<file path="src/rtl/lcd_bus_arbiter_pkg.sv">
// Shared definitions for the LCD bus arbiter.
// Holds the FSM state encoding, requester index constants, long-command
// codes and small helpers used by the arbiter and its sub-module.
package lcd_bus_arbiter_pkg;

    localparam logic [2:0] ST_IDLE  = 3'd0;
    localparam logic [2:0] ST_SETUP = 3'd1;
    localparam logic [2:0] ST_PULSE = 3'd2;
    localparam logic [2:0] ST_HOLD  = 3'd3;
    localparam logic [2:0] ST_WAIT  = 3'd4;

    localparam logic [1:0] REQ_CLK = 2'd0;
    localparam logic [1:0] REQ_ALM = 2'd1;
    localparam logic [1:0] REQ_TMR = 2'd2;

    localparam logic [7:0] CMD_CLEAR = 8'h01;
    localparam logic [7:0] CMD_HOME  = 8'h02;

    localparam int unsigned WORD_W = 9;

    // Clear and home are the only commands needing the long settle time.
    function automatic logic is_long_cmd(input logic rs, input logic [7:0] db);
        return !rs && ((db == CMD_CLEAR) || (db == CMD_HOME));
    endfunction

    function automatic logic [1:0] onehot_to_idx(input logic [2:0] oh);
        if (oh[REQ_ALM])
            return REQ_ALM;
        else if (oh[REQ_TMR])
            return REQ_TMR;
        else
            return REQ_CLK;
    endfunction

    function automatic int unsigned max_u(input int unsigned a, input int unsigned b);
        return (a > b) ? a : b;
    endfunction

endpackage

</file>
<file path="src/rtl/lcd_bus_arbiter_if.sv">
// Requester/LCD bus bundle for the LCD bus arbiter.
//   req   : per-requester write request (0 clock, 1 alarm, 2 timer)
//   wdata : packed {rs2,db2, rs1,db1, rs0,db0}, 9 bits per requester
//   gnt   : one-hot word-accepted pulse
//   done  : one-hot transfer-complete pulse
//   busy  : high from grant cycle through done cycle
//   E/RS/RW/DB : LCD strobe, register select, read/write, data bus
// master = requester side, slave = arbiter side.
interface lcd_bus_arbiter_if;
    import lcd_bus_arbiter_pkg::*;

    logic [2:0]          req;
    logic [3*WORD_W-1:0] wdata;
    logic [2:0]          gnt;
    logic [2:0]          done;
    logic                busy;
    logic                E;
    logic                RS;
    logic                RW;
    logic [7:0]          DB;

    modport master (
        output req, wdata,
        input  gnt, done, busy, E, RS, RW, DB
    );

    modport slave (
        input  req, wdata,
        output gnt, done, busy, E, RS, RW, DB
    );

endinterface

</file>
<file path="src/rtl/lcd_bus_arbiter_rr_arbiter3.sv">
// Three-way round-robin selector.
//   req   : request vector
//   last  : index of the previous winner; search starts just after it
//   grant : one-hot winner (all zero when nothing is requested)
module rr_arbiter3
    import lcd_bus_arbiter_pkg::*;
(
    input  logic [2:0] req,
    input  logic [1:0] last,
    output logic [2:0] grant
);

    always_comb begin
        grant = '0;
        case (last)
            REQ_CLK: begin
                if      (req[REQ_ALM]) grant[REQ_ALM] = 1'b1;
                else if (req[REQ_TMR]) grant[REQ_TMR] = 1'b1;
                else if (req[REQ_CLK]) grant[REQ_CLK] = 1'b1;
            end
            REQ_ALM: begin
                if      (req[REQ_TMR]) grant[REQ_TMR] = 1'b1;
                else if (req[REQ_CLK]) grant[REQ_CLK] = 1'b1;
                else if (req[REQ_ALM]) grant[REQ_ALM] = 1'b1;
            end
            default: begin
                if      (req[REQ_CLK]) grant[REQ_CLK] = 1'b1;
                else if (req[REQ_ALM]) grant[REQ_ALM] = 1'b1;
                else if (req[REQ_TMR]) grant[REQ_TMR] = 1'b1;
            end
        endcase
    end

endmodule

</file>
<file path="src/rtl/lcd_bus_arbiter.sv">
// Shares one HD44780-style LCD write port among three requesters.
// Each accepted word runs SETUP -> PULSE (E high) -> HOLD -> WAIT, with a
// long settle after clear/home, then reports done to its owner.
//   mclk : system clock (rising edge)
//   rst  : asynchronous active-low reset, release synchronised to mclk
//   bus  : requester/LCD bundle (slave side)
module lcd_bus_arbiter
    import lcd_bus_arbiter_pkg::*;
#(
    parameter int unsigned T_SETUP      = 2,
    parameter int unsigned T_PULSE      = 10,
    parameter int unsigned T_HOLD       = 10,
    parameter int unsigned T_WAIT_SHORT = 400,
    parameter int unsigned T_WAIT_LONG  = 16000
) (
    input  logic               mclk,
    input  logic               rst,
    lcd_bus_arbiter_if.slave   bus
);

    localparam int unsigned MAX_T = max_u(max_u(max_u(T_SETUP, T_PULSE), max_u(T_HOLD, T_WAIT_SHORT)), T_WAIT_LONG);
    localparam int unsigned CW    = $clog2(MAX_T + 1);

    logic              rst_sync;
    logic [2:0]        state;
    logic [CW-1:0]     cnt;
    logic [1:0]        last;
    logic [2:0]        owner;
    logic [2:0]        gnt_q;
    logic [2:0]        done_q;
    logic              e_q;
    logic              rs_q;
    logic [7:0]        db_q;
    logic [2:0]        grant_rr;
    logic [1:0]        win_idx;
    logic [WORD_W-1:0] win_word;

    // Assertion reaches all state at once; release waits one mclk edge so
    // the first grant can be no earlier than the second edge after release.
    always_ff @(posedge mclk or negedge rst) begin
        if (!rst)
            rst_sync <= 1'b0;
        else
            rst_sync <= 1'b1;
    end

    rr_arbiter3 u_rr (
        .req   (bus.req),
        .last  (last),
        .grant (grant_rr)
    );

    assign win_idx = onehot_to_idx(grant_rr);

    always_comb begin
        case (win_idx)
            REQ_ALM: win_word = bus.wdata[2*WORD_W-1:WORD_W];
            REQ_TMR: win_word = bus.wdata[3*WORD_W-1:2*WORD_W];
            default: win_word = bus.wdata[WORD_W-1:0];
        endcase
    end

    always_ff @(posedge mclk or negedge rst_sync) begin
        if (!rst_sync) begin
            state  <= ST_IDLE;
            cnt    <= '0;
            last   <= REQ_TMR;
            owner  <= '0;
            gnt_q  <= '0;
            done_q <= '0;
            e_q    <= 1'b0;
            rs_q   <= 1'b0;
            db_q   <= '0;
        end else begin
            gnt_q  <= '0;
            done_q <= '0;
            case (state)
                ST_IDLE: begin
                    if (|bus.req) begin
                        gnt_q <= grant_rr;
                        owner <= grant_rr;
                        last  <= win_idx;
                        rs_q  <= win_word[8];
                        db_q  <= win_word[7:0];
                        cnt   <= CW'(T_SETUP - 1);
                        state <= ST_SETUP;
                    end
                end
                ST_SETUP: begin
                    if (cnt == '0) begin
                        e_q   <= 1'b1;
                        cnt   <= CW'(T_PULSE - 1);
                        state <= ST_PULSE;
                    end else begin
                        cnt <= cnt - 1'b1;
                    end
                end
                ST_PULSE: begin
                    if (cnt == '0) begin
                        e_q   <= 1'b0;
                        cnt   <= CW'(T_HOLD - 1);
                        state <= ST_HOLD;
                    end else begin
                        cnt <= cnt - 1'b1;
                    end
                end
                ST_HOLD: begin
                    if (cnt == '0) begin
                        cnt   <= is_long_cmd(rs_q, db_q) ? CW'(T_WAIT_LONG - 1)
                                                         : CW'(T_WAIT_SHORT - 1);
                        state <= ST_WAIT;
                    end else begin
                        cnt <= cnt - 1'b1;
                    end
                end
                ST_WAIT: begin
                    if (cnt == '0) begin
                        done_q <= owner;
                        state  <= ST_IDLE;
                    end else begin
                        cnt <= cnt - 1'b1;
                    end
                end
                default: begin
                    state <= ST_IDLE;
                    cnt   <= '0;
                end
            endcase
        end
    end

    // done is registered, so it shows in the first IDLE cycle; busy covers it.
    assign bus.busy = (state != ST_IDLE) || (|done_q);
    assign bus.gnt  = gnt_q;
    assign bus.done = done_q;
    assign bus.E    = e_q;
    assign bus.RS   = rs_q;
    assign bus.RW   = 1'b0;
    assign bus.DB   = db_q;

endmodule

</file>
<file path="src/flat_wrapper.sv">
// flat-port wrapper written by rule: the top's interface ports become plain ports
module lcd_bus_arbiter_flat import lcd_bus_arbiter_pkg::*;
#(
    parameter int unsigned T_SETUP      = 2,
    parameter int unsigned T_PULSE      = 10,
    parameter int unsigned T_HOLD       = 10,
    parameter int unsigned T_WAIT_SHORT = 400,
    parameter int unsigned T_WAIT_LONG  = 16000
)
  (mclk, rst, bus_req, bus_wdata, bus_gnt, bus_done, bus_busy, bus_E, bus_RS, bus_RW, bus_DB);
  lcd_bus_arbiter_if bus_i ();
  input  logic mclk;
  input  logic rst;
  input wire logic [$bits(bus_i.req)-1:0] bus_req;
  input wire logic [$bits(bus_i.wdata)-1:0] bus_wdata;
  output wire logic [$bits(bus_i.gnt)-1:0] bus_gnt;
  output wire logic [$bits(bus_i.done)-1:0] bus_done;
  output wire logic [$bits(bus_i.busy)-1:0] bus_busy;
  output wire logic [$bits(bus_i.E)-1:0] bus_E;
  output wire logic [$bits(bus_i.RS)-1:0] bus_RS;
  output wire logic [$bits(bus_i.RW)-1:0] bus_RW;
  output wire logic [$bits(bus_i.DB)-1:0] bus_DB;
  assign bus_i.req = bus_req;
  assign bus_i.wdata = bus_wdata;
  assign bus_gnt = bus_i.gnt;
  assign bus_done = bus_i.done;
  assign bus_busy = bus_i.busy;
  assign bus_E = bus_i.E;
  assign bus_RS = bus_i.RS;
  assign bus_RW = bus_i.RW;
  assign bus_DB = bus_i.DB;
  lcd_bus_arbiter #(.T_SETUP(T_SETUP), .T_PULSE(T_PULSE), .T_HOLD(T_HOLD), .T_WAIT_SHORT(T_WAIT_SHORT), .T_WAIT_LONG(T_WAIT_LONG)) u_core (.mclk(mclk), .rst(rst), .bus(bus_i));
endmodule
</file>
<file path="config.mk">
export PLATFORM = sky130hd
export DESIGN_NAME = lcd_bus_arbiter_flat
export DESIGN_NICKNAME = d
export VERILOG_FILES = /design/src/rtl/lcd_bus_arbiter_pkg.sv /design/src/rtl/lcd_bus_arbiter_if.sv /design/src/rtl/lcd_bus_arbiter_rr_arbiter3.sv /design/src/rtl/lcd_bus_arbiter.sv /design/src/flat_wrapper.sv
export SDC_FILE = /design/constraint.sdc
export NUM_CORES = 1
export LEC_CHECK = 0
export CAP_MARGIN = 20
export CORE_MARGIN = 2
export CORE_UTILIZATION = 50
export CTS_CLUSTER_DIAMETER = 50
export CTS_CLUSTER_SIZE = 10
export DETAILED_ROUTE_END_ITERATION = 6
export PLACE_DENSITY = 0.87
export SETUP_SLACK_MARGIN = 0.2
export SLEW_MARGIN = 20
export SYNTH_ARGS = -nofsm -noshare
export SYNTH_HDL_FRONTEND = slang
export SYNTH_HIERARCHICAL = 1
export SYNTH_SLANG_ARGS = --single-unit
</file>
<file path="constraint.sdc">
create_clock -name mclk -period 2.8 [get_ports mclk]
set_clock_uncertainty 0.15 [all_clocks]
set_input_delay 0.56 -clock mclk [delete_from_list [all_inputs] [get_ports mclk]]
set_output_delay 0.56 -clock mclk [all_outputs]
set_load 0.005 [all_outputs]
</file>
; After elaboration in Yosys (flattened, before gate mapping)
; Index checks and enable logic that the tools add are counted.
; Widths: inputs -> output; s select.
[totals]
reg_bits = 39
input_bits = 32
output_inout_bits = 18
word_cells = 74
[op_classes]
addsub = 1
n_eq_ne = 15
muxes = 32
reduce_logical = 16
[op_table]
columns = operator, count
row1 = $mux 14, 5
row2 = $pmux 14 s4, 1
row3 = $mux 3, 9
row4 = $pmux 9 s2, 1
row5 = $pmux 3 s5, 1
row6 = $logic_not 14->1, 1
row7 = $sub 14x1->14 const B, 1
row8 = $ne 2x1->1 const B, 5
row9 = $mux 1, 9
row10 = $eq 8x1->1 const B, 1
row11 = $eq 8x2->1 const B, 1
row12 = $mux 2, 4
row13 = $eq 3x2->1 const B, 2
row14 = $pmux 3 s2, 1
row15 = $reduce_or 3->1, 2
row16 = $reduce_and 5->1, 1
row17 = $eq 2x1->1 const B, 2
row18 = $reduce_and 2->1, 2
row19 = $eq 3x1->1 const B, 1
row20 = $eq 3x3->1 const B, 1
row21 = $logic_not 3->1, 1
row22 = $reduce_and 3->1, 1
row23 = $reduce_bool 3->1, 1
row24 = $eq 2x2->1 const B, 1
row25 = 8 further kinds, 9

; Depth between registers and ports, before layout
; Gate-level depths: netlist (run 1).
[logic_depth]
ltp_word = 8
mapped_depth = 8
ltp_nobuf = 7

; Hierarchy
; The synthesis (run 1) kept the hierarchy.
[by_module_without_submodules]
columns = mod, n_inst, cells_each, area_each_um2, seq_area_each_um2
row1 = lcd_bus_arbiter, 1, 239, 2149.6, 952.2
row2 = rr_arbiter3, 1, 8, 60.1, 0.0

; Worst setup path before layout (run 1)
; No wires, ideal clock.
[synth_timing]
path_kind = reg-to-reg
start = reg u_core.cnt[0]
end = reg u_core.cnt[10]
setup_time_ps = 120
t_arrival_ps = 1920
required_time_ps = 2530
setup_slack_ps = 609
path_stages_with_launch = 8
n_path_buf = 0
synth_period_minus_slack_ps = 2191
path_cell_list = dfrtp_1 -> inv_1 -> ha_1 -> nor3b_2 -> nand3_1 -> or3_1 -> or3b_1 -> o211a_1
[synth_via]
elab_chain_cells = 3
elab_cells_between_ends = 8
cone_classes = 1 x add/sub / 1 x eq/ne / 4 x mux / 2 x reduce/logical
[synth_rtl]
columns = element, line
row1 = from (decl), lcd_bus_arbiter.sv:26  ; logic [CW-1:0] cnt;
row2 = from (signal assigned), lcd_bus_arbiter.sv:85  ; cnt <= CW'(T_SETUP - 1);
row3 = from (signal assigned), lcd_bus_arbiter.sv:92  ; cnt <= CW'(T_PULSE - 1);
row4 = from (signal assigned), lcd_bus_arbiter.sv:95  ; cnt <= cnt - 1'b1;
row5 = $sub 14x1->14 / $logic_not 14->1 (equally long branches), -
row6 = $mux 14 (tied with other cells), lcd_bus_arbiter.sv:117  ; if (cnt == '0) begin
row7 = $pmux 14 s4 / $reduce_and 2->1 (equally long branches), -
; Several ways; a longest one is shown, not always the timed one. The select of a mux whose other input is x is not followed.
; A chain may end at the register's enable or synchronous reset.

; Worst setup path after layout (run 1)
[layout_timing]
start = reg u_core.state[0]
end = out bus_busy
[layout_via]
elab_chain_cells = 2
[layout_rtl]
columns = element, line
row1 = from (decl), lcd_bus_arbiter.sv:25  ; logic [2:0] state;
row2 = from (signal assigned), lcd_bus_arbiter.sv:65  ; state <= ST_IDLE;
row3 = from (signal assigned), lcd_bus_arbiter.sv:86  ; state <= ST_SETUP;
row4 = from (signal assigned), lcd_bus_arbiter.sv:93  ; state <= ST_PULSE;
row5 = $reduce_bool 3->1, lcd_bus_arbiter.sv:133  ; assign bus.busy = (state != ST_IDLE) || (|done_q);
row6 = $logic_or 1x1->1, lcd_bus_arbiter.sv:133
row7 = to (decl), flat_wrapper.sv:18  ; output wire logic [$bits(bus_i.busy)-1:0] bus_busy;
; Every way passes these cells.

==> results.md, run 1 <==
* Die width at 70.5 um
* Flops & latches, synth at 38
* Fmax achieved at 406 MHz
* Worst VDD drop at 0.000456 V
* Synthesis-to-layout area growth at 30.4%
* Slew @ Worst Pin at 640 ps
* Initial Utilization at 51.5%
* H-tree levels at 2
* Synth async-reset ratio at 100%
* First-pass GRT wire length at 8960 um
* Remaining global-route overflow at 0
* Initial DRC count at 147
* Status: finished, final reports clean
* CP required at 2090 ps
* Detail Route Antenna Nets at 0
* Maxcap violations at 0
* Die Y at 70.5 um
* Synthesized area at 2210 um^2
* IO Port Bufs at 48
* Drt drc at 0
* Initial antenna violation count at 0
* Crit path DAT at 1750 ps
* Synth cell types at 55
* Layout cells sized above 1 at 10.7%
* Setup Crit Path Kind: flip-flop to primary output
* Final Hold Vio Count at 0
* Reg-to-reg startpoint: u_core/cnt[0]
* Setup TNS at 0 ps
* Relative slew slack at 57.2%
* Endpoint type of the worst setup path: primary output
* Hold crit path type: flip-flop to asynchronous set/reset pin
* Num CTS Buffers at 5
* Post-synthesis sequential area ratio at 43.1%
* Antenna diodes at 0
* GRT Total Usage at 22.3%
* Reg2Reg Depth at 8
* TritonCTS clock tree: done
* Clock Sinks at 38
* Wire length per cell at 14.8 um
* Setup WS post-layout at 336 ps
* Largest net degree at the start of global routing at 38
* Finished Cell Area at 2880 um^2
* Layout Nets at 332
* Root buf cell: clkbuf_8
* Drt via density at 5.87
* Clock Tree Buf Depth at 2
* Placed cell areas at 2770 um^2
* Crit start category: flip-flop
* Die area at 4970 um^2
* Main synth FF type: dfrtp_1
* Final Cycle Share at 88.0%
* DPL Wire Length at 3750 um
* Crit-path max FO at 4
* R2r setup slk at 460 ps
* Min cycle time layout at 2460 ps
* RSZ-0062 raised after global routing: no
* Core area at 4290 um^2
* Syn_nets at 281
* I/O pins at 50
* Number of global-route vias before repair at 1,977
* First drt pass iteration count at 5
* Cell Pwr Density at 708 nW/um^2
* Worst skew pair latency at 290 ps
* Place WS at 244 ps
* Routability cong. at 0.881
* DR vias at 2,059
* CTS clk-pin slew, worst paths at 80 ps
* End of the worst register-to-register path: u_core/cnt[13]
* Yosys warnings at 6
* Leak at 1.28 nW
* Syn Inst Count at 247
* Core Rows at 24
* Max Slew Vio Count at 0
* Syn Area/Cell at 8.95 um^2
* Post-synth EDFFs at 0
* Final Util at 67.1%
* Final wirelength at 5200 um
* # setup viols final at 0
## worst max-delay path, stage by stage, from the launching register on
cell           delay [ps]
dfrtp_2               410
or3_4                 390
or4_1                 400
dlygate4sd2_1         270
## registers in the layout (all words and copies together), names as in the netlist, 2 cells and up
signal and flops:
u_core/bus.gnt 3, u_core/state 3, u_core/owner 2, u_core/last 2, u_core/bus.done 3, u_core/cnt 14, u_core/bus.DB 8
## stage by stage
stage	instances	hold WS (ps)	total power, mW
2_1_floorplan	247	114	1.38
3_3_place_gp	342	151	1.62
3_5_place_dp	342	157	1.65
4_1_cts	351	160	2.04
5_1_grt	351	203	2.19
6_report	351	136	2.04
## logic make-up (layout without fill, tap and decap cells)
family	Yosys count	in the layout	synth area share, %
other	2	2	0.340
xor gates and xnor gates	2	2	0.793
adders and majority gates	2	2	1.13
buffers and inverters	23	75	4.30
AOI/OAI and AO/OA	71	71	21.6
muxes	10	10	4.53
DFF	38	38	43.1
and+or+nand+nor	99	99	24.2
## placed cells by master (no fill, tap or decap), types with 8 or more instances in the layout
cell type        synthesis  layout
buf_4                    1      12
a21oi_1                 21      21
mux2i_1                 10      10
o21ai_0                 15      14
dfrtp_1                 37      36
nor2_1                  27      27
clkdlybuf4s50_1          0      47
nand2_1                 23      23
nor3_1                   8       8
## synthesized netlist by cell type, types with 2 or more instances
cell | n | area (um^2)
or3_1 | 5 | 31.3
o211a_1 | 4 | 40.0
or3b_1 | 2 | 17.5
o2111a_1 | 2 | 22.5
mux2i_1 | 10 | 100
o21a_1 | 2 | 15.0
nor2_1 | 27 | 101
dfrtp_1 | 37 | 926
or4_1 | 2 | 15.0
o21ai_0 | 15 | 75.1
and3_1 | 6 | 37.5
nand2_1 | 23 | 86.3
o221a_2 | 2 | 22.5
o31ai_1 | 2 | 15.0
clkbuf_1 | 10 | 37.5
buf_2 | 4 | 20.0
inv_1 | 7 | 26.3
nand4_1 | 4 | 25.0
o211ai_1 | 2 | 15.0
a21oi_1 | 21 | 105
nor4_1 | 2 | 12.5
nand3_1 | 7 | 35.0
o311ai_1 | 2 | 17.5
conb_1 | 2 | 7.51
ha_1 | 2 | 25.0
o32a_1 | 2 | 20.0
o21ai_1 | 3 | 15.0
and2b_2 | 2 | 17.5
a21o_1 | 5 | 37.5
nor3_1 | 8 | 40.0
## final cells by class
type	count	area [um^2]
clock inverters	1	5.00
inverters	7	26.3
flip-flops and latches	38	953
fillers	340	1410
multi-input cells	186	1170
well taps	52	65.1
repair buffers	60	569
clock buffers	7	86.3
## report_power, final
part / total, mW / internal [mW] / switching [mW]
logic: 0.805 / 0.426 / 0.378
registers: 0.849 / 0.687 / 0.162
clock network: 0.387 / 0.199 / 0.188
## what timing repair did
action                                  in CTS  in global routing
resized for setup                            3                  1
endpoints found under the setup margin       1                  8
buffers inserted                             1                  0
hold buffers                                 0                  0
## routing by layer
layer | track usage [%] | part of all wire, %
met3 | 7.94 | 9.3
met2 | 36.8 | 49
met5 | 0 | 0
met1 | 27.6 | 41
met4 | 6.20 | 0.77
## how the worst max path moves through the flow
stage | from | to | cells past startpoint
global route | u_core/state[1] | bus_busy | 3
CTS | u_core/cnt[0] | u_core/cnt[4] | 6
detailed placement | u_core/cnt[0] | u_core/cnt[4] | 6
floorplan | u_core/cnt[0] | u_core/cnt[10] | 7
global placement | u_core/state[0] | bus_busy | 3
finish | u_core/state[0] | bus_busy | 3
Power figures use the tool's default switching activity.
==> inputs of run 2 (changes only) <==
Settings changed: MAX_ROUTING_LAYER set to met4, RECOVER_POWER set to 50.
==> run 2 against run 1 <==
  * Maximum frequency decreased by 0.12%
  * Power decreased by 0.11%
  * Critical path type unchanged
  * Via count unchanged
  * Utilization unchanged
  * Clock power about the same
  * Sequential power about the same
  * Non-clock buffer count unchanged
  * Final cell count unchanged
  * Count of clock-buffer cells in the layout unchanged
==> results.md, run 2 (synthesis gave the netlist of run 1 again) <==
* Setup TNS at 0 ps (unchanged)
* Drt via density at 5.87 (unchanged)
* CP required at 2090 ps (about the same)
* Crit start category: flip-flop
* I/O pins at 50 (unchanged)
* Initial Utilization at 51.5% (unchanged)
* Placed insts at 342 (unchanged)
* Crit-path max FO at 4 (unchanged)
* Final Hold Vio Count at 0 (unchanged)
* Root buf cell: clkbuf_8
* Fmax achieved at 405 MHz (-0.12%)
* H-tree levels at 2 (unchanged)
* Slew @ Worst Pin at 648 ps (+7.67 ps)
* Endpoint type of the worst setup path: primary output
* Synthesis-to-layout area growth at 30.4% (unchanged)
* Remaining global-route overflow at 0 (unchanged)
* Crit path DAT at 1760 ps (about the same)
* Number of global-route vias before repair at 1,976 (-0.051%)
* Wire length per cell at 14.8 um (-0.19%)
* Max FFs per register at 14 (unchanged)
* Final Non-Filler Cells at 351 (unchanged)
* Area of the multi-input gates at 1170 um^2 (unchanged)
* Final Cycle Share at 88.1% (+0.11 points)
* Max Slew Vio Count at 0 (unchanged)
* Most flop-heavy register: u_core/cnt
* Final wirelength at 5190 um (-0.19%)
* Most common cell after layout, fill and taps aside: clkdlybuf4s50_1
* First-pass GRT wire length at 8970 um (about the same)
* Most frequent cells in the layout: 39 x clkdlybuf4s50_1, 36 x dfrtp_1, 27 x nor2_1
* CTS clk-pin slew, worst paths at 80 ps (about the same)
* DR vias at 2,059 (unchanged)
* Hold buffer count at cts at 0 (unchanged)
* Die Y at 70.5 um (unchanged)
* Finished Cell Area at 2880 um^2 (unchanged)
* Largest net degree at the start of global routing at 38 (unchanged)
* Drt drc at 0 (unchanged)
* Maxcap violations at 0 (unchanged)
* Core area at 4290 um^2 (unchanged)
* Clock Tree Buf Depth at 2 (unchanged)
* Antenna diodes at 0 (unchanged)
* Final Util at 67.1% (unchanged)
* Die area at 4970 um^2 (unchanged)
* FF/Latch Area at 953 um^2 (unchanged)
* Status: finished, final reports clean
* IO Port Bufs at 48 (unchanged)
* Routability cong. at 0.896 (+1.7%)
* Die width at 70.5 um (unchanged)
* DPL Wire Length at 3750 um (unchanged)
* Fillers at 340 (unchanged)
* Cell Pwr Density at 708 nW/um^2 (-0.11%)
* Min cycle time layout at 2470 ps (+3.04 ps)
* Leak at 1.30 nW (+1.7%)
* Worst VDD drop at 0.000457 V (+0.33%)
* Initial DRC count at 155 (+5.4%)
* Initial antenna violation count at 0 (unchanged)
* TritonCTS clock tree: done
* Setup Crit Path Kind: flip-flop to primary output
* First drt pass iteration count at 5 (unchanged)
* Hold crit path type: flip-flop to asynchronous set/reset pin
* Layout Nets at 332 (unchanged)
* Worst skew pair latency at 290 ps (about the same)
* # setup viols final at 0 (unchanged)
* Final hold slack at 133 ps (-3.06 ps)
* Num CTS Buffers at 5 (unchanged)
* Detail Route Antenna Nets at 0 (unchanged)
* Core Rows at 24 (unchanged)
* Layout cells sized above 1 at 10.7% (unchanged)
* Clock Sinks at 38 (unchanged)
* RSZ-0062 raised after global routing: no
* Relative slew slack at 56.7% (-0.51 points)
* GRT Total Usage at 23.0% (+0.66 points)
* Placed cell areas at 2770 um^2 (unchanged)
[run 2: where the power goes]
| group | internal [mW] | switching, mW |
|---|---|---|
| logic | 0.425 | 0.379 |
| registers | 0.687 | 0.161 |
| clock network | 0.199 | 0.188 |
| total | 1.31 | 0.727 |
[run 2: what timing repair did]
item | CTS | global route
pin swaps | 0 | 0
endpoints found under the setup margin | 1 | 8
resized for setup | 3 | 1
hold endpoints to repair | 0 | 0
setup buffers | 1 | 0
[run 2: final cells by class]
class / instances / area share [%]
flip-flops and latches: 38 / 33.1
well taps: 52 / 2.26
clock buffers: 7 / 3.00
repair buffers: 60 / 19.8
clock inverters: 1 / 0.174
inverters: 7 / 0.912
multi-input cells: 186 / 40.8
[run 2: routing by layer]
layer	track usage [%]	up-vias	share of wire, %
met1	28.0	959	43
li1	-	1001	-
met4	6.20	0	0.96
met2	36.8	91	49
met5	-	-	0
met3	7.50	8	7.8
[run 2: path summary, 6_finish.rpt]
path	startpoint	endpoint	slack, ps	cells past startpoint
min reg2reg	u_core/rst_sync	u_core/bus.DB[7]	130	1
min	u_core/rst_sync	u_core/bus.DB[7]	130	1
max	u_core/state[0]	bus_busy	330	3
max in group asynchronous	u_core/rst_sync	u_core/last[1]	2010	1
max reg2reg	u_core/cnt[0]	u_core/cnt[13]	470	8
min in group mclk	u_core/owner[0]	u_core/owner[0]	340	1
[run 2: through the flow]
| stage | total power [mW] | worst slack, ps |
|---|---|---|
| detailed placement | 1.65 | 244 |
| global route | 2.19 | 288 |
| global placement | 1.62 | 341 |
| finish | 2.04 | 333 |
| floorplan | 1.38 | 609 |
| CTS | 2.04 | 226 |
[run 2: critical path, cell delays in order (launching register included)]
cell           delay [ps]
dfrtp_2               410
or3_4                 390
or4_1                 400
dlygate4sd2_1         270
==> inputs of run 3 (changes only) <==
Settings changed: ABC_CLOCK_PERIOD_IN_PS set to 2600, CORE_MARGIN 2 to 3.
Clock period 2.8 ns to 2.6 ns, I/O delays scaled along.
==> run 3 against run 2 <==
  * Hold slack got worse by 44 ps
  * Final cell count increased by 0.28%
  * Sequential share of layout area decreased by 1.1 points
  * First-iteration DRC count increased by 71%
  * Setup slack got worse by 69 ps
  * Critical path depth increased by 4
  * Count of clock-buffer cells in the layout decreased by 2
  * Combinational power increased by 15%
  * Non-clock buffer count increased by 3
  * Design area increased by 3.3%
  * Critical path type is now input port to flip-flop
  * Critical endpoint is now u_core/cnt[6]
  * Largest cell class unchanged
  * Highest routed layer unchanged
==> results.md, run 3 (synthesis gave the netlist of run 1 again) <==
* Relative slew slack at 17.4% (-39 points)
* Initial antenna violation count at 0 (unchanged)
* Setup TNS at 0 ps (unchanged)
* Final wirelength at 5520 um (+6.5%)
* Endpoint type of the worst setup path: flip-flop
* Fillers at 312 (-8.2%)
* I/O pins at 50 (unchanged)
* Core area at 4140 um^2 (-3.5%)
* H-tree levels at 2 (unchanged)
* Final Cycle Share at 89.8%
* CTS clk-pin slew, worst paths at 80 ps (about the same)
* TritonCTS clock tree: done
* Area of the multi-input gates at 1210 um^2 (+3.3%)
* Most frequent cells in the layout: 40 x clkdlybuf4s50_1, 37 x dfrtp_1, 27 x nor2_1
* CP Cell Sequence: dlygate4sd3_1, nor3_1, nand2_1, o21ai_1, buf_4, a21oi_1, o221a_2
* Initial Utilization at 53.3% (+1.9 points)
* Worst skew pair latency at 300 ps (about the same)
* Largest net degree at the start of global routing at 25 (-34%)
* Setup Crit Path Kind: input port to flip-flop
* Max Slew Vio Count at 0 (unchanged)
* Cell Pwr Density at 827 nW/um^2 (+17%)
* DR vias at 2,114 (+2.7%)
* Detail Route Antenna Nets at 0 (unchanged)
* Die Y at 72.5 um (+2.8%)
* Buf+Inv Stages, Crit Path at 2 (+1)
* Remaining global-route overflow at 0 (unchanged)
* Stages on worst setup path at 7 (+4)
* Die width at 72.5 um (+2.8%)
* Crit path max-delay family: buffers and inverters
* Clock Tree Buf Depth at 2 (unchanged)
* Crit-path max FO at 14 (+10)
* Clock Sinks at 38 (unchanged)
* CP required at 2640 ps (+550 ps)
* Total power at 2.46 mW (+21%)
* Number of global-route vias before repair at 2,112 (+6.9%)
* Crit start category: input port
* Die area at 5250 um^2 (+5.8%)
* Antenna diodes at 0 (unchanged)
* Worst VDD drop at 0.000433 V (-5.4%)
* DPL Wire Length at 4020 um (+7.2%)
* Leak at 1.34 nW (+2.9%)
* Drt via density at 6.01 (+2.4%)
* Synthesis-to-layout area growth at 34.7%
* Max FFs per register at 14 (unchanged)
* End of the worst register-to-register path: u_core/cnt[10]
* FF/Latch Area at 952 um^2 (-0.13%)
* Status: finished, final reports clean
* Layout Nets at 335 (+0.90%)
* Hold buffer count at cts at 0 (unchanged)
* Slew @ Worst Pin at 1240 ps (+591 ps)
* Drt drc at 0 (unchanged)
* R2r setup slk at 360 ps (-110 ps)
* Initial DRC count at 265 (+71%)
* Most flop-heavy register: u_core/cnt
* Root buf cell: clkbuf_8
* Reg2Reg Depth at 9 (+1)
* GRT Total Usage at 23.8% (+0.80 points)
* Reg-to-reg startpoint: u_core/cnt[0]
* Final Hold Vio Count at 0 (unchanged)
* Wire length per cell at 15.7 um (+6.2%)
* First-pass GRT wire length at 9630 um (+7.4%)
* Most common cell after layout, fill and taps aside: clkdlybuf4s50_1
* First drt pass iteration count at 4 (-1)
* Critical path launch point: bus_req[1]
* Fmax achieved at 428 MHz
* End point of the critical path: u_core/cnt[6]
* Num CTS Buffers at 5 (unchanged)
* Min cycle time layout at 2340 ps
* Layout cells sized above 1 at 13.6% (+2.9 points)
* Slowest cell on the critical path: dlygate4sd3_1
* Final Util at 71.8% (+4.8 points)
* Crit path DAT at 2370 ps (+610 ps)
* Routability cong. at 0.941 (+5.0%)
* # setup viols final at 0 (unchanged)
* Core Rows at 23 (-4.2%)
* IO Port Bufs at 48 (unchanged)
* RSZ-0062 raised after global routing: no
* Maxcap violations at 0 (unchanged)
* Hold crit path type: flip-flop to asynchronous set/reset pin
* Crit-path max cell delay at 590 ps (+180 ps)
## run 3: area by class of cell
type / count / area share, %
clock buffer: 5 / 2.31
clock inverter: 3 / 2.31
inverter: 7 / 0.883
multi-input combinational: 186 / 40.8
sequential: 38 / 32.0
tap: 50 / 2.10
timing repair buffer: 63 / 19.6
## run 3: how the worst min path moves through the flow
stage / from / end / slack [ps] / cells past startpoint
finish: u_core/rst_sync / u_core/cnt[13] / 90 / 0
global route: u_core/rst_sync / u_core/cnt[9] / 140 / 0
CTS: u_core/rst_sync / u_core/cnt[12] / 120 / 0
detailed placement: u_core/rst_sync / u_core/cnt[9] / 110 / 0
global placement: u_core/rst_sync / u_core/cnt[9] / 110 / 0
floorplan: rst / u_core/rst_sync / 70 / 0
## run 3: timing repair
action,4_1_cts,5_1_grt
pin swaps,0,1
endpoints found under the hold margin,0,0
setup endpoints to repair,9,11
buffers inserted,0,2
gates resized for setup,3,10
## run 3: per-layer routing
metal  global-route usage [%]  vias to the layer above  share of wire (%)
met5                        -                        -                  0
met4                     7.17                        0                1.5
met3                     5.54                       10                7.0
met2                     40.1                      101                 50
met1                     28.3                      995                 42
li1                         -                     1008                  -
## run 3: where the power goes
part / total (mW) / switching [mW] / internal (mW)
Sequential: 0.930 / 0.191 / 0.739
Combinational: 0.927 / 0.432 / 0.495
Clock: 0.606 / 0.221 / 0.384
Total: 2.46 / 0.844 / 1.62
## run 3: worst reg2reg max path, delay by kind of cell, from the launching register on
kind            cells  cell delay (ps)
flops               1              430
simple gates        3              630
fa+ha+maj           1              200
compound gates      2              220
buf+inv             3              480
## run 3: per-stage QoR
stage          instance area, um^2  hold WS [ps]  setup WS, ps  std cells
5_1_grt                       2980           140           168        352
4_1_cts                       2930           120           157        350
3_5_place_dp                  2780           113          49.1        342
6_report                      2980          89.7           265        352
3_3_place_gp                  2780           113           137        342
2_1_floorplan                 2210          74.4           409        247
